[src/rtl/mult_pkg.sv]
// Shared definitions for the shift-add multiplier control unit.
//   - state_t   : controller state encoding
//   - WIDTH_DEF : default operand width
//   - ID_REQ0/1 : owner ids reported on done_id
//   - LAT_FIXED : grant-to-done cycles in the fixed-iteration build
package mult_pkg;
  localparam int   WIDTH_DEF = 8;
  localparam logic ID_REQ0   = 1'b0;
  localparam logic ID_REQ1   = 1'b1;
  localparam int   LAT_FIXED = 3 + 2*WIDTH_DEF;

  typedef enum logic [2:0] {
    S_IDLE, S_LOADB, S_LOADQ, S_TEST, S_SHIFT, S_DONE
  } state_t;
endpackage

[src/rtl/mult_seq_arbiter_if.sv]
// Bus between the requesters/datapath and the multiplier control unit.
//   slave  : control-unit side (takes requests and datapath status, drives
//            grants, operand bus and datapath strobes)
//   master : requester/datapath side
interface mult_seq_arbiter_if #(
  parameter int WIDTH = 8,
  parameter int CNT_W = 4
);
  logic             req0, req1;
  logic [WIDTH-1:0] a0, b0, a1, b1;
  logic             gnt0, gnt1, busy, done, done_id;
  logic [WIDTH-1:0] opnd;
  logic             q0, z;
  logic [CNT_W-1:0] cnt_init;
  logic             load_b, load_q, reset_a, reset_c, load_p, load_a, shift, dec_c;

  modport slave (
    input  req0, a0, b0, req1, a1, b1, q0, z,
    output gnt0, gnt1, busy, done, done_id, opnd, cnt_init,
           load_b, load_q, reset_a, reset_c, load_p, load_a, shift, dec_c
  );

  modport master (
    output req0, a0, b0, req1, a1, b1, q0, z,
    input  gnt0, gnt1, busy, done, done_id, opnd, cnt_init,
           load_b, load_q, reset_a, reset_c, load_p, load_a, shift, dec_c
  );
endinterface

[src/rtl/rr_arb2.sv]
// Two-way round-robin arbiter.
//   clk, reset_n : clock, async active-low reset
//   i_req[1:0]   : request levels {req1, req0}
//   i_upd        : record i_upd_id as the last-served requester
//   o_win_id     : combinational winner among the active requests
// After reset the last-served pointer is requester 1, so requester 0 wins
// the first tie.
module rr_arb2
  import mult_pkg::*;
(
  input  logic       clk,
  input  logic       reset_n,
  input  logic [1:0] i_req,
  input  logic       i_upd,
  input  logic       i_upd_id,
  output logic       o_win_id
);
  logic r_last;

  always_ff @(posedge clk or negedge reset_n) begin
    if (!reset_n)   r_last <= ID_REQ1;
    else if (i_upd) r_last <= i_upd_id;
  end

  // A lone requester always wins; on a tie the one not served last wins.
  always_comb begin
    if (i_req == 2'b11) o_win_id = ~r_last;
    else if (i_req[1])  o_win_id = ID_REQ1;
    else                o_win_id = ID_REQ0;
  end
endmodule

[src/rtl/mult_seq_arbiter.sv]
// Control unit and two-port arbiter for a shared shift-add multiplier
// datapath (A/Q shift registers, B register, adder, carry, down-counter).
//   clk, reset_n : clock, async active-low reset
//   bus (slave)  : requests/operands in, grants/done/done_id out, operand
//                  bus and datapath strobes out, q0/z status in
// Sequence: IDLE -> LOADB -> LOADQ -> (TEST -> SHIFT) x WIDTH -> DONE.
// Strobes, grants and done are decoded from the registered state.
// Optional macro MULT_SEQ_SKIP_EN: a zero multiplier bit is shifted in the
// TEST cycle itself, so it costs one cycle instead of two.
module mult_seq_arbiter
  import mult_pkg::*;
#(
  parameter int WIDTH = WIDTH_DEF,
  parameter int CNT_W = 4
)(
  input logic              clk,
  input logic              reset_n,
  mult_seq_arbiter_if.slave bus
);
  state_t     r_state;
  logic       r_owner;
  logic [1:0] w_req;
  logic       w_win;
  logic       w_busy;

  assign w_req = {bus.req1, bus.req0};

  rr_arb2 u_arb (
    .clk      (clk),
    .reset_n  (reset_n),
    .i_req    (w_req),
    .i_upd    (r_state == S_DONE),
    .i_upd_id (r_owner),
    .o_win_id (w_win)
  );

  always_ff @(posedge clk or negedge reset_n) begin
    if (!reset_n) begin
      r_state <= S_IDLE;
      r_owner <= ID_REQ0;
    end else begin
      case (r_state)
        S_IDLE: if (|w_req) begin
          r_owner <= w_win;
          r_state <= S_LOADB;
        end
        S_LOADB: r_state <= S_LOADQ;
        S_LOADQ: r_state <= S_TEST;
`ifdef MULT_SEQ_SKIP_EN
        // q0=0: the shift happens here, so z is evaluated here too.
        S_TEST:  if (bus.q0)     r_state <= S_SHIFT;
                 else if (bus.z) r_state <= S_DONE;
`else
        S_TEST:  r_state <= S_SHIFT;
`endif
        // z reflects the counter before this decrement: 0 means last shift.
        S_SHIFT: r_state <= bus.z ? S_DONE : S_TEST;
        S_DONE:  r_state <= S_IDLE;
        default: r_state <= S_IDLE;
      endcase
    end
  end

  assign w_busy       = (r_state != S_IDLE);
  assign bus.busy     = w_busy;
  assign bus.gnt0     = w_busy & (r_owner == ID_REQ0);
  assign bus.gnt1     = w_busy & (r_owner == ID_REQ1);
  assign bus.cnt_init = CNT_W'(WIDTH - 1);

  always_comb begin
    bus.opnd    = '0;
    bus.load_b  = 1'b0;
    bus.load_q  = 1'b0;
    bus.reset_a = 1'b0;
    bus.reset_c = 1'b0;
    bus.load_p  = 1'b0;
    bus.load_a  = 1'b0;
    bus.shift   = 1'b0;
    bus.dec_c   = 1'b0;
    bus.done    = 1'b0;
    bus.done_id = 1'b0;
    case (r_state)
      S_LOADB: begin
        bus.opnd   = r_owner ? bus.b1 : bus.b0;
        bus.load_b = 1'b1;
      end
      S_LOADQ: begin
        bus.opnd    = r_owner ? bus.a1 : bus.a0;
        bus.load_q  = 1'b1;
        bus.reset_a = 1'b1;
        bus.reset_c = 1'b1;
        bus.load_p  = 1'b1;
      end
      S_TEST: begin
        bus.load_a = bus.q0;
`ifdef MULT_SEQ_SKIP_EN
        bus.shift  = ~bus.q0;
        bus.dec_c  = ~bus.q0;
`endif
      end
      S_SHIFT: begin
        bus.shift = 1'b1;
        bus.dec_c = 1'b1;
      end
      S_DONE: begin
        bus.done    = 1'b1;
        bus.done_id = r_owner;
      end
      default: ;
    endcase
  end
endmodule

[src/flat_wrapper.sv]
// flat-port wrapper written by rule: the top's interface ports become plain ports
module mult_seq_arbiter_flat import mult_pkg::*;
#(
  parameter int WIDTH = WIDTH_DEF,
  parameter int CNT_W = 4
)
  (clk, reset_n, bus_req0, bus_a0, bus_b0, bus_req1, bus_a1, bus_b1, bus_q0, bus_z, bus_gnt0, bus_gnt1, bus_busy, bus_done, bus_done_id, bus_opnd, bus_cnt_init, bus_load_b, bus_load_q, bus_reset_a, bus_reset_c, bus_load_p, bus_load_a, bus_shift, bus_dec_c);
  mult_seq_arbiter_if #(.WIDTH(WIDTH), .CNT_W(CNT_W)) bus_i ();
  input logic clk;
  input logic reset_n;
  input wire logic [$bits(bus_i.req0)-1:0] bus_req0;
  input wire logic [$bits(bus_i.a0)-1:0] bus_a0;
  input wire logic [$bits(bus_i.b0)-1:0] bus_b0;
  input wire logic [$bits(bus_i.req1)-1:0] bus_req1;
  input wire logic [$bits(bus_i.a1)-1:0] bus_a1;
  input wire logic [$bits(bus_i.b1)-1:0] bus_b1;
  input wire logic [$bits(bus_i.q0)-1:0] bus_q0;
  input wire logic [$bits(bus_i.z)-1:0] bus_z;
  output wire logic [$bits(bus_i.gnt0)-1:0] bus_gnt0;
  output wire logic [$bits(bus_i.gnt1)-1:0] bus_gnt1;
  output wire logic [$bits(bus_i.busy)-1:0] bus_busy;
  output wire logic [$bits(bus_i.done)-1:0] bus_done;
  output wire logic [$bits(bus_i.done_id)-1:0] bus_done_id;
  output wire logic [$bits(bus_i.opnd)-1:0] bus_opnd;
  output wire logic [$bits(bus_i.cnt_init)-1:0] bus_cnt_init;
  output wire logic [$bits(bus_i.load_b)-1:0] bus_load_b;
  output wire logic [$bits(bus_i.load_q)-1:0] bus_load_q;
  output wire logic [$bits(bus_i.reset_a)-1:0] bus_reset_a;
  output wire logic [$bits(bus_i.reset_c)-1:0] bus_reset_c;
  output wire logic [$bits(bus_i.load_p)-1:0] bus_load_p;
  output wire logic [$bits(bus_i.load_a)-1:0] bus_load_a;
  output wire logic [$bits(bus_i.shift)-1:0] bus_shift;
  output wire logic [$bits(bus_i.dec_c)-1:0] bus_dec_c;
  assign bus_i.req0 = bus_req0;
  assign bus_i.a0 = bus_a0;
  assign bus_i.b0 = bus_b0;
  assign bus_i.req1 = bus_req1;
  assign bus_i.a1 = bus_a1;
  assign bus_i.b1 = bus_b1;
  assign bus_i.q0 = bus_q0;
  assign bus_i.z = bus_z;
  assign bus_gnt0 = bus_i.gnt0;
  assign bus_gnt1 = bus_i.gnt1;
  assign bus_busy = bus_i.busy;
  assign bus_done = bus_i.done;
  assign bus_done_id = bus_i.done_id;
  assign bus_opnd = bus_i.opnd;
  assign bus_cnt_init = bus_i.cnt_init;
  assign bus_load_b = bus_i.load_b;
  assign bus_load_q = bus_i.load_q;
  assign bus_reset_a = bus_i.reset_a;
  assign bus_reset_c = bus_i.reset_c;
  assign bus_load_p = bus_i.load_p;
  assign bus_load_a = bus_i.load_a;
  assign bus_shift = bus_i.shift;
  assign bus_dec_c = bus_i.dec_c;
  mult_seq_arbiter #(.WIDTH(WIDTH), .CNT_W(CNT_W)) u_core (.clk(clk), .reset_n(reset_n), .bus(bus_i));
endmodule
[config.mk]
export PLATFORM = sky130hd
export DESIGN_NAME = mult_seq_arbiter_flat
export DESIGN_NICKNAME = d
export VERILOG_FILES = /design/src/rtl/mult_pkg.sv /design/src/rtl/mult_seq_arbiter_if.sv /design/src/rtl/rr_arb2.sv /design/src/rtl/mult_seq_arbiter.sv /design/src/flat_wrapper.sv
export SDC_FILE = /design/constraint.sdc
export NUM_CORES = 1
export LEC_CHECK = 0
export BUFFER_PORTS_ARGS = -buffer_cell sky130_fd_sc_hd__buf_2
export CORE_ASPECT_RATIO = 0.9
export CORE_MARGIN = 2
export CORE_UTILIZATION = 33
export DETAILED_ROUTE_END_ITERATION = 10
export PLACE_DENSITY = 0.76
export REMOVE_ABC_BUFFERS = 1
export SLEW_MARGIN = 20
export SYNTH_ARGS = -nofsm -noshare
export SYNTH_HDL_FRONTEND = slang
export SYNTH_HIERARCHICAL = 1
export SYNTH_SLANG_ARGS = --single-unit
[constraint.sdc]
create_clock -name clk -period 1.6 [get_ports clk]
set_input_delay 0.4 -clock clk [delete_from_list [all_inputs] [get_ports clk]]
set_output_delay 0.4 -clock clk [all_outputs]
set_load 0.05 [all_outputs]
Word-level counts from Yosys, hierarchy flattened
Index checks and enable logic that the tools add are counted.
- input port bits: 38
- register bits: 5
- bitwise gates (word level): 4
- reduce and logical (&&, ||, !) cells: 4
- muxes and demuxes: 14
- equality and inequality tests: 7
- operators with widths (cell ; number):
    $mux 8 ; 2
    $pmux 8 s2 ; 1
    $pmux 3 s5 ; 1
    $mux 1 ; 8
    $eq 3x2->1 const B ; 2
    $eq 3x3->1 const B ; 2
    $mux 3 ; 2
    $eq 3x1->1 const B ; 1
    $logic_not 3->1 ; 1
    $reduce_bool 3->1 ; 1
    $and 1x1->1 ; 2
    $eq 2x2->1 const B ; 1
    $ne 2x1->1 const B ; 1
    $not 1->1 ; 2
    $reduce_and 2->1 ; 1
    $reduce_or 2->1 ; 1

Logic depth before layout (Yosys ltp)
Gate-level depths: netlist of run 1.
- word-level depth: 3
- depth in mapped cells: 5
- gate-level depth less buffers: 3

Cells and area by module
Netlist of run 1, hierarchy kept.
- modules (own cells, without submodules) (module ; area each (um2) ; instances ; cells an instance):
    mult_seq_arbiter ; 621.8 ; 1 ; 68
    rr_arb2 ; 48.8 ; 1 ; 3

Least setup slack after synthesis of run 1
Ideal clock, no wire load.
- kind: reg2out
- start point: register u_core.r_state[1]
- end point: output bus_shift
- buffers on the path: 2
- stages on the path, launching flop included: 4
- slack: -1.017 ns
- data arrival time: 2.217 ns
- path through: dfrtp_1 buf_4 nor3b_1 buf_4
- longest elaborated chain between the ends: 2
- ends and longest elaborated chain (element ; line ; RTL):
    start: declaration ; mult_seq_arbiter.sv:20 ; state_t r_state;
    start signal: assignment ; mult_seq_arbiter.sv:57 ; S_SHIFT: r_state <= bus.z ? S_DONE : S_TEST;
    $eq 3x3->1 ; n/a ;
    $mux 1 ; n/a ;
    end: declaration ; flat_wrapper.sv:32 ; output wire logic [$bits(bus_i.shift)-1:0] bus_shift;
Every way passes these cells.

Final worst setup path of run 1
- start point: register u_core.r_state[1]
- end point: output bus_opnd[2]
- longest elaborated chain between the ends: 2
- elaborated cells on any way between the ends: 3
- those cells by class: eq/ne (2); mux (1)
- ends and longest elaborated chain (element ; line ; RTL):
    $eq 3x2->1 / $eq 3x1->1 (equally long branches) ; mult_seq_arbiter.sv:82 ; case (r_state)
    $pmux 8 s2 (*) ; mult_seq_arbiter.sv:82 ;
    end: declaration ; flat_wrapper.sv:24 ; output wire logic [$bits(bus_i.opnd)-1:0] bus_opnd;
Mark *: on every way between the ends. The rest lies on a longest branch, timed or not.

==> results of run 1 <==
## power by group through the flow
stage	clock, µW	sequential, µW	combinational [µW]
after global placement	0	228	2160
after detailed placement	0	230	2200
after global routing	157	247	3180
after CTS	147	234	2950
after floorplan	0	359	1490
final	146	241	3050
## critical path: cells and delay by family, from the launching register on
family | cells | cell delay (ps)
AOI/OAI and AO/OA | 1 | 150
buffers and inverters | 2 | 340
DFF | 1 | 380
and+or+nand+nor | 1 | 410
## registers in the layout, indices dropped and copies added, names as in the netlist
| signal | flops |
|---|---|
| u_core/u_arb/r_last | 1 |
| u_core/r_owner | 1 |
| u_core/r_state | 3 |
## path summary, 6_finish.rpt
path	cells past startpoint	from	slack [ps]	endpoint
setup / recovery	4	u_core/r_state[1]	-320	bus_opnd[2]
hold / removal	2	bus_z	380	u_core/r_state[1]
setup reg to reg	5	u_core/r_state[0]	150	u_core/r_owner
hold reg to reg	1	u_core/u_arb/r_last	630	u_core/u_arb/r_last
max in group asynchronous	2	reset_n	880	u_core/u_arb/r_last
min in group asynchronous	2	reset_n	510	u_core/r_owner
## what timing repair did
item / 4_1_cts / 5_1_grt
gates cloned: 1 / 0
endpoints found under the hold margin: 4 / 0
resized for setup: 71 / 8
pin swaps: 13 / 3
setup endpoints to repair: 21 / 21
hold buffers: 1 / 0
buffers inserted: 7 / 0
## per-stage QoR
stage	hold WS [ps]	setup slack, ps	total power, µW	util	TNS, ps
finish	380	-324	3430	0.696	-4010
global route	376	-363	3580	0.696	-4880
CTS	379	-299	3330	0.684	-3890
detailed placement	216	-172	2430	0.508	-1270
global placement	216	-137	2390	0.508	-1070
floorplan	104	-1630	1850	-	-13930
## cells by family (layout without fill, tap and decap cells)
kind of cell | Yosys count | in the layout
AOI/OAI and AO/OA | 12 | 12
xor gates and xnor gates | 1 | 1
buffers and inverters | 19 | 84
DFF | 5 | 5
muxes | 18 | 18
other | 2 | 4
and+or+nand+nor | 14 | 14
## per-layer routing
layer  up-vias  GRT usage  share of wire
li1        375          -              -
met1       352      0.204           0.34
met2        37      0.413           0.58
met3         2     0.0318          0.067
met4         0     0.0947         0.0062
met5         -          0              0
## cell type report
type	instances	area, µm²	share of cell area
timing repair buffer	75	637	0.478
multi-input combinational	49	483	0.362
sequential	5	126	0.0948
tap	25	31.3	0.0235
inverter	5	28.8	0.0216
clock buffer	4	26.3	0.0197
## Yosys cell counts, drive strengths merged
library cell	n	area [µm²]
o21ai	1	5.00
buf	13	103
nor4	1	6.26
mux2	2	26.3
nor2b	1	6.26
nor3b	1	7.51
conb	2	7.51
a211oi	1	7.51
and2	1	6.26
or3b	1	8.76
dfrtp	4	100
nand2	3	11.3
o22ai	9	106
inv	5	18.8
a21boi	1	7.51
and3b	1	8.76
clkbuf	1	3.75
mux2i	16	160
nor2	3	11.3
xnor2	1	8.76
dfstp	1	26.3
nand3b	1	7.51
nor3	1	16.3
==> flow_summary.yaml, run 1 <==
timing:
  slew_violations: 0
  setup_violations: 21
  timing.fmax_mhz: 520
  rsz0062_at_grt: "yes"
  clock_skew_ps: 1.91
  fin_crit_sh: 1.20
  hold_viol: 0
  fin_ws_ps: -324
  fin_crit_ps: 1920
placed_design:
  placed_area_um2: 973
  dp_hpwl_um: 1380
  portBuffers: 58
  dpl.cell_count: 151
  place_congestion: 0.651
critical_path:
  slowest_delay_ps: 410
  path_max_fanout: 5
  cp.required_ps: 1200
  crit_top_cell: "buf_6"
  worstSetupStartpointType: "register"
  endpoint_kind: "output port"
  slowest_stage: "or3b_4"
  path_cells: "or3b_4 > buf_6 > o22ai_2 > buf_6"
  crit_type: "reg2out"
  cp.arrival_ps: 1520
flow_run:
  cap_viol_max_count: 0
finish:
  n_fill_cell: 155
  fin_area_um2: 1330
  drive_gt1_frac: 0.717
  final_cell_mix: "37 x buf_2, 19 x buf_6, 16 x mux2i_1, 9 x buf_8, 7 x buf_4"
  layoutNonFillerInstCount: 163
  layout_commonest_cell: "buf_2"
  area_delta_synth_final_pct: 98.7
  nets: 177
  insertedDiodeCount: 0
drt:
  ant_nets: 0
  drt_wl_total_um: 2260
  drc: 0
  wl_per_cell_um: 13.9
  drt_iter0_drc: 5
  vias: 766
  viasPerCell: 4.70
  drtPass1Iterations: 4
clock_network:
  cts_sinks: 5
  cts_tree: "built"
  path_clk_slew_ps: 40
  cts_buffer_depth: 2
  clk_latency_ps: 240
  h-tree-depth: 1
  cts_made_buffers: 3
  cts-root-buf: "clkbuf_4"
min_path:
  hold_class: "in2reg"
pwr:
  cellLeakagePower_uw: 0.000669
  p_int_uw: 1590
  comb_power_share: 0.887
  swShare: 0.537
  power_density_nw_per_um2: 2580
  pwr-share-seq: 0.070
  clkPwrFrac: 0.042
  peakVddDrop_v: 0.00171
  p_sw_uw: 1840
grt:
  grt_antenna_before_repair: 0
  grt_usage: 0.202
  grt_overflow: 0
  grt_max_degree: 17
  grt_pass1_wl_um: 3550
  grt_pass1_vias: 808
synth:
  syn-instance-count: 71
  seq_area_frac_synth: 0.188
  synth_xor_area_frac: 0.0131
  synth_top_family_by_area: "multiplexers"
  synth.distinct_cells: 27
  synth-compound-area-share: 0.188
  ys_ff_latch: 5
  synthSimpleGateAreaFrac: 0.134
  yosysWarningCount: 6
  syn_area_um2: 671
  synthAdderAreaFrac: 0
  synthMuxAreaShare: 0.278
  synth.avg_cell_area_um2: 9.45
floorplanning:
  start_util: 0.350
  fp.dieArea_um2: 2410
  die_h_um: 46.8
  die_x_um: 51.5
  rows: 15
  core_area_um2: 1910
  ioPinCount: 63
run_status:
  status: "complete, but fails checks"
  violations: "setup timing"
Power figures use the tool's default switching activity.
==> run 2: changes to the inputs <==
- ABC_AREA: not set -> 1
- PLACE_DENSITY: 0.76 -> 0.75
- clock period: 1.6 -> 1.7 ns (I/O delays scaled with it)
==> flow_summary.yaml, run 2 <==
timing:
  rsz0062_at_grt: "yes"
  slew_violations: 0
  clock_skew_ps: 14.0
  fin_ws_ps: -121
  hold_viol: 0
  timing.fmax_mhz: 549
  setup_violations: 16
  fin_crit_sh: 1.07
  fin_crit_ps: 1820
  fin_tns_setup_ps: -1150
floorplanning:
  rows: 15
  die_x_um: 53
  ioPinCount: 63
  fp.dieArea_um2: 2550
  core_area_um2: 1970
  start_util: 0.362
  die_h_um: 48.1
finish:
  fin_area_um2: 1220
  final_cell_mix: "64 x nand2_1, 40 x buf_2, 17 x nand2_2, 14 x buf_4, 11 x inv_1"
  n_fill_cell: 187
  layoutNonFillerInstCount: 221
  reg_top3: "u_core/r_state (3), u_core/r_owner (1), u_core/u_arb/r_last (1)"
  largest_reg_flops: 3
  insertedDiodeCount: 0
  regArea_um2: 129
  top_register: "u_core/r_state"
  drive_gt1_frac: 0.510
  layout_commonest_cell: "nand2_1"
  nets: 235
  area_delta_synth_final_pct: 70.7
  multiInputGateArea_um2: 518
synth:
  syn-instance-count: 135
  synth.distinct_cells: 19
  yosysMostFrequentCell: "nand2_1"
  synth_top_area_frac: 0.426
  synthTopCellsByArea: "nand2_1 43%, dfrtp_1 14%, buf_4 9.5%"
  yosysWarningCount: 6
  synth.avg_cell_area_um2: 5.28
  ys_top_cells_by_count: "81 x nand2_1, 13 x inv_1, 9 x buf_4"
  yosys_most_used_dff: "dfrtp_1"
  synth_largest_area_cell: "nand2_1"
  seq_area_frac_synth: 0.177
  syn_area_um2: 713
  async_flop_share: 1.00
  ys_ff_latch: 5
  synth_edf_count: 0
clock_network:
  cts_tree: "built"
  post_cts_buffers: 0
  cts_made_buffers: 3
  cts_sinks: 5
  h-tree-depth: 1
  path_clk_slew_ps: 50
  cts_buffer_depth: 2
  cts-root-buf: "clkbuf_4"
  clk_latency_ps: 250
critical_path:
  ff2ff_setup_slack_ps: 640
  slowest_delay_ps: 470
  crit_end: "bus_opnd[4]"
  crit_path_start: "u_core/r_state[0]"
  cp.arrival_ps: 1400
  r2r_end: "u_core/u_arb/r_last"
  worstSetupStartpointType: "register"
  endpoint_kind: "output port"
  rr_startpoint: "u_core/r_state[1]"
  r2r_cells: 6
  slowest_stage: "dfrtp_2"
  cp.required_ps: 1270
  crit_top_cell: "nand2_1"
  path_max_fanout: 6
  path_cells: "nor3_4 > buf_4 > nand2_1 > nand2_1 > buf_6"
  crit_type: "reg2out"
pwr:
  cellLeakagePower_uw: 0.000745
  clkPwrFrac: 0.051
  comb_power_share: 0.849
  pwr-share-seq: 0.100
  p_total_uw: 2760
  p_int_uw: 1040
  swShare: 0.623
  peakVddDrop_v: 0.00124
  power_density_nw_per_um2: 2270
  p_sw_uw: 1720
grt:
  grt_pass1_wl_um: 3080
  globalRouteMet1Util: 0.196
  use_met2: 0.288
  grt.busiest_layer: "met2"
  grt_use_met3: 0.0307
  grt_antenna_before_repair: 0
  grt_usage: 0.165
  grt_overflow: 0
  grt_pass1_vias: 807
  grt_max_degree: 19
drt:
  wl_per_cell_um: 10.8
  vias: 993
  ant_nets: 0
  drt_iter0_drc: 26
  viasPerCell: 4.49
  drtPass1Iterations: 4
  drc: 0
  drt_wl_total_um: 2390
placed_design:
  place_congestion: 0.791
  placed_area_um2: 992
  post-place-ws_ps: 58.3
  portBuffers: 58
  dpl.cell_count: 214
  dp_hpwl_um: 1620
flow_run:
  cap_viol_max_count: 0
min_path:
  min_path_cells: 3
  hold_class: "in2reg"
run_status:
  violations: "setup timing"
  status: "complete, but fails checks"
[run 2: cell count changes in the layout (fill, tap and decap cells not counted), moves of 5 or more]
| cell | previous run | this run |
|---|---|---|
| buf_4 | 7 | 14 |
| buf_6 | 19 | 6 |
| inv_1 | 3 | 11 |
| mux2i_1 | 16 | 0 |
| nand2_1 | 2 | 64 |
| nand2_2 | 1 | 17 |
| nand3_1 | 0 | 5 |
| nor2_1 | 0 | 5 |
[run 2: cell families after synthesis]
kind of cell           Yosys count  share of synthesized area
buffers and inverters           26                      0.207
and+or+nand+nor                 99                      0.579
DFF                              5                      0.177
other                            2                     0.0105
AOI/OAI and AO/OA                3                     0.0263
[run 2: how the worst min path moves through the flow]
stage	slack (ps)	end	from
CTS	450	u_core/r_state[2]	bus_z
floorplan	130	u_core/r_owner	reset_n
finish	450	u_core/r_state[2]	bus_z
global placement	240	u_core/r_state[0]	reset_n
detailed placement	250	u_core/r_state[0]	reset_n
global route	490	u_core/u_arb/r_last	u_core/u_arb/r_last
[run 2: cell type report]
cell class / instances / share of cell area
multi-input cells: 107 / 0.425
repair buffers: 66 / 0.376
flip-flops and latches: 5 / 0.106
inverters: 14 / 0.0452
well taps: 25 / 0.0257
clock buffers: 4 / 0.0216
[run 2: through the flow]
step | hold WS [ps] | utilization
3_5_place_dp | 247 | 0.503
5_1_grt | 486 | 0.618
3_3_place_gp | 243 | 0.503
2_1_floorplan | 129 | -
4_1_cts | 453 | 0.574
6_report | 453 | 0.618
[run 2: power by group through the flow]
stage          combinational (µW)  clock (µW)  sequential, µW
6_report                     2340         142             276
5_1_grt                      2490         149             284
4_1_cts                      2140         145             269
3_5_place_dp                 1870           0             253
3_3_place_gp                 1850           0             250
2_1_floorplan                1370           0             288
[run 2: timing repair]
action / in CTS / in global routing
hold endpoints to repair: 4 / 0
hold buffers: 1 / 0
resized for setup: 32 / 32
gates cloned: 1 / 1
endpoints found under the setup margin: 21 / 21
pin swaps: 3 / 2
[run 2: critical path: cells and delay by family, from the launching register on]
family | cells | cell delay (ps)
flops | 1 | 470
simple gates | 3 | 360
buf+inv | 2 | 340
[run 2: layer usage]
layer  share of wire  up-vias
met1            0.39      438
met2            0.54       38
met4          0.0059        0
met5               0        -
met3           0.060        2
li1                -      515
==> run 3: changes to the inputs <==
- RECOVER_POWER: not set -> 25
==> flow_summary.yaml, run 3 (synthesis results as in run 2) <==
critical_path:
  rr_startpoint: "u_core/r_state[1]"
  worstSetupStartpointType: "register"
  cp.arrival_ps: 1400
  path_buf_inv: 2
  slowest_delay_ps: 470
  crit_type: "reg2out"
  crit_family: "flip-flops"
  ff2ff_setup_slack_ps: 640
  r2r_end: "u_core/u_arb/r_last"
  crit_top_cell: "nand2_1"
  slowest_stage: "dfrtp_2"
  crit_path_start: "u_core/r_state[0]"
  cp.required_ps: 1270
  path_depth: 5
  path_cells: "nor3_4 > buf_4 > nand2_1 > nand2_1 > buf_6"
  r2r_cells: 6
  path_max_fanout: 6
  crit_end: "bus_opnd[4]"
  endpoint_kind: "output port"
finish:
  final_cell_mix: "64 x nand2_1, 39 x buf_2, 17 x nand2_2, 14 x buf_4, 11 x inv_1"
  fin_area_um2: 1220
  n_fill_cell: 188
  drive_gt1_frac: 0.505
  reg_top3: "u_core/r_state (3), u_core/r_owner (1), u_core/u_arb/r_last (1)"
  nets: 235
  insertedDiodeCount: 0
  top_register: "u_core/r_state"
  largest_reg_flops: 3
  area_delta_synth_final_pct: 70.5
  layout_commonest_cell: "nand2_1"
timing:
  clock_skew_ps: 14.0
  hold_viol: 0
  fin_ws_ps: -121
  hold_ws_ps: 453
  timing.fmax_mhz: 549
  fin_tns_setup_ps: -1130
  fin_crit_sh: 1.07
  setup_violations: 16
  slew_violations: 0
  fin_crit_ps: 1820
  rsz0062_at_grt: "yes"
run_status:
  violations: "setup timing"
  status: "complete, but fails checks"
floorplanning:
  die_x_um: 53
  core_area_um2: 1970
  fp.dieArea_um2: 2550
  start_util: 0.362
  die_h_um: 48.1
  ioPinCount: 63
  rows: 15
pwr:
  peakVddDrop_v: 0.00124
  cellLeakagePower_uw: 0.000742
  p_total_uw: 2760
  power_density_nw_per_um2: 2270
drt:
  viasPerCell: 4.50
  vias: 994
  ant_nets: 0
  drt_wl_total_um: 2390
  wl_per_cell_um: 10.8
  drc: 0
  drt_iter0_drc: 26
  drtPass1Iterations: 4
placed_design:
  place_congestion: 0.791
  dp_hpwl_um: 1620
  portBuffers: 58
  post-place-ws_ps: 58.3
  placed_area_um2: 992
grt:
  grt_pass1_wl_um: 3080
  grt_use_met3: 0.0307
  grt_max_degree: 19
  grt.busiest_layer: "met2"
  grt_overflow: 0
  grt_usage: 0.165
  grt_pass1_vias: 807
  grt_antenna_before_repair: 0
  globalRouteMet1Util: 0.196
  use_met2: 0.288
clock_network:
  cts_made_buffers: 3
  cts_tree: "built"
  cts-root-buf: "clkbuf_4"
  path_clk_slew_ps: 50
  post_cts_buffers: 0
  cts_sinks: 5
  clk_latency_ps: 250
  cts_buffer_depth: 2
  h-tree-depth: 1
min_path:
  min_from: "bus_z"
  hold_class: "in2reg"
flow_run:
  cap_viol_max_count: 0
==> run 3: changes by cell type in the layout (fill, tap and decap cells not counted), sizes merged <==
cell	delta
clkbuf	+1
buf	-1
==> run 3: timing repair <==
action | CTS | global route
gates resized for setup | 32 | 32
setup endpoints to repair | 21 | 21
pin swaps | 3 | 2
cloned | 1 | 1
hold endpoints to repair | 4 | 0
hold buffers | 1 | 0
==> run 3: power breakdown <==
part / switching [µW] / total [µW] / leakage [µW] / internal (µW)
sequential: 87.6 / 276 / 0.0000577 / 188
clock: 53.0 / 142 / 0.0000150 / 89.1
combinational: 1580 / 2340 / 0.000669 / 763
==> run 3: worst min-delay path by stage <==
stage / slack [ps] / endpoint / depth (start not counted)
global route: 490 / u_core/u_arb/r_last / 2
detailed placement: 250 / u_core/r_state[0] / 1
global placement: 240 / u_core/r_state[0] / 1
CTS: 450 / u_core/r_state[2] / 3
floorplan: 130 / u_core/r_owner / 0
finish: 450 / u_core/r_state[2] / 3
==> run 3: routing by layer <==
layer	wire, µm	up-vias
met5	0	-
met3	144	2
met4	14	0
met1	930	439
li1	-	515
met2	1300	38
==> run 3: cell type report <==
cell class	count	area, µm²	area share
Timing Repair Buffer	66	457	0.376
Multi-Input combinational cell	107	518	0.426
Inverter	14	55.1	0.0453
Clock buffer	4	26.3	0.0216
Tap cell	25	31.3	0.0257
Sequential cell	5	129	0.106
==> run 3: per-stage QoR <==
step	utilization	std cells
CTS	0.574	220
global route	0.617	221
finish	0.617	221
floorplan	-	125
detailed placement	0.503	214
global placement	0.503	214
==> run 3: worst reg2reg max path, cell delays in order (launching register included) <==
cell and delay [ps]:
dfrtp_1 420, inv_2 130, nand2_4 100, nor2_2 160
inv_1 60, nand2_1 50, nand2_1 40
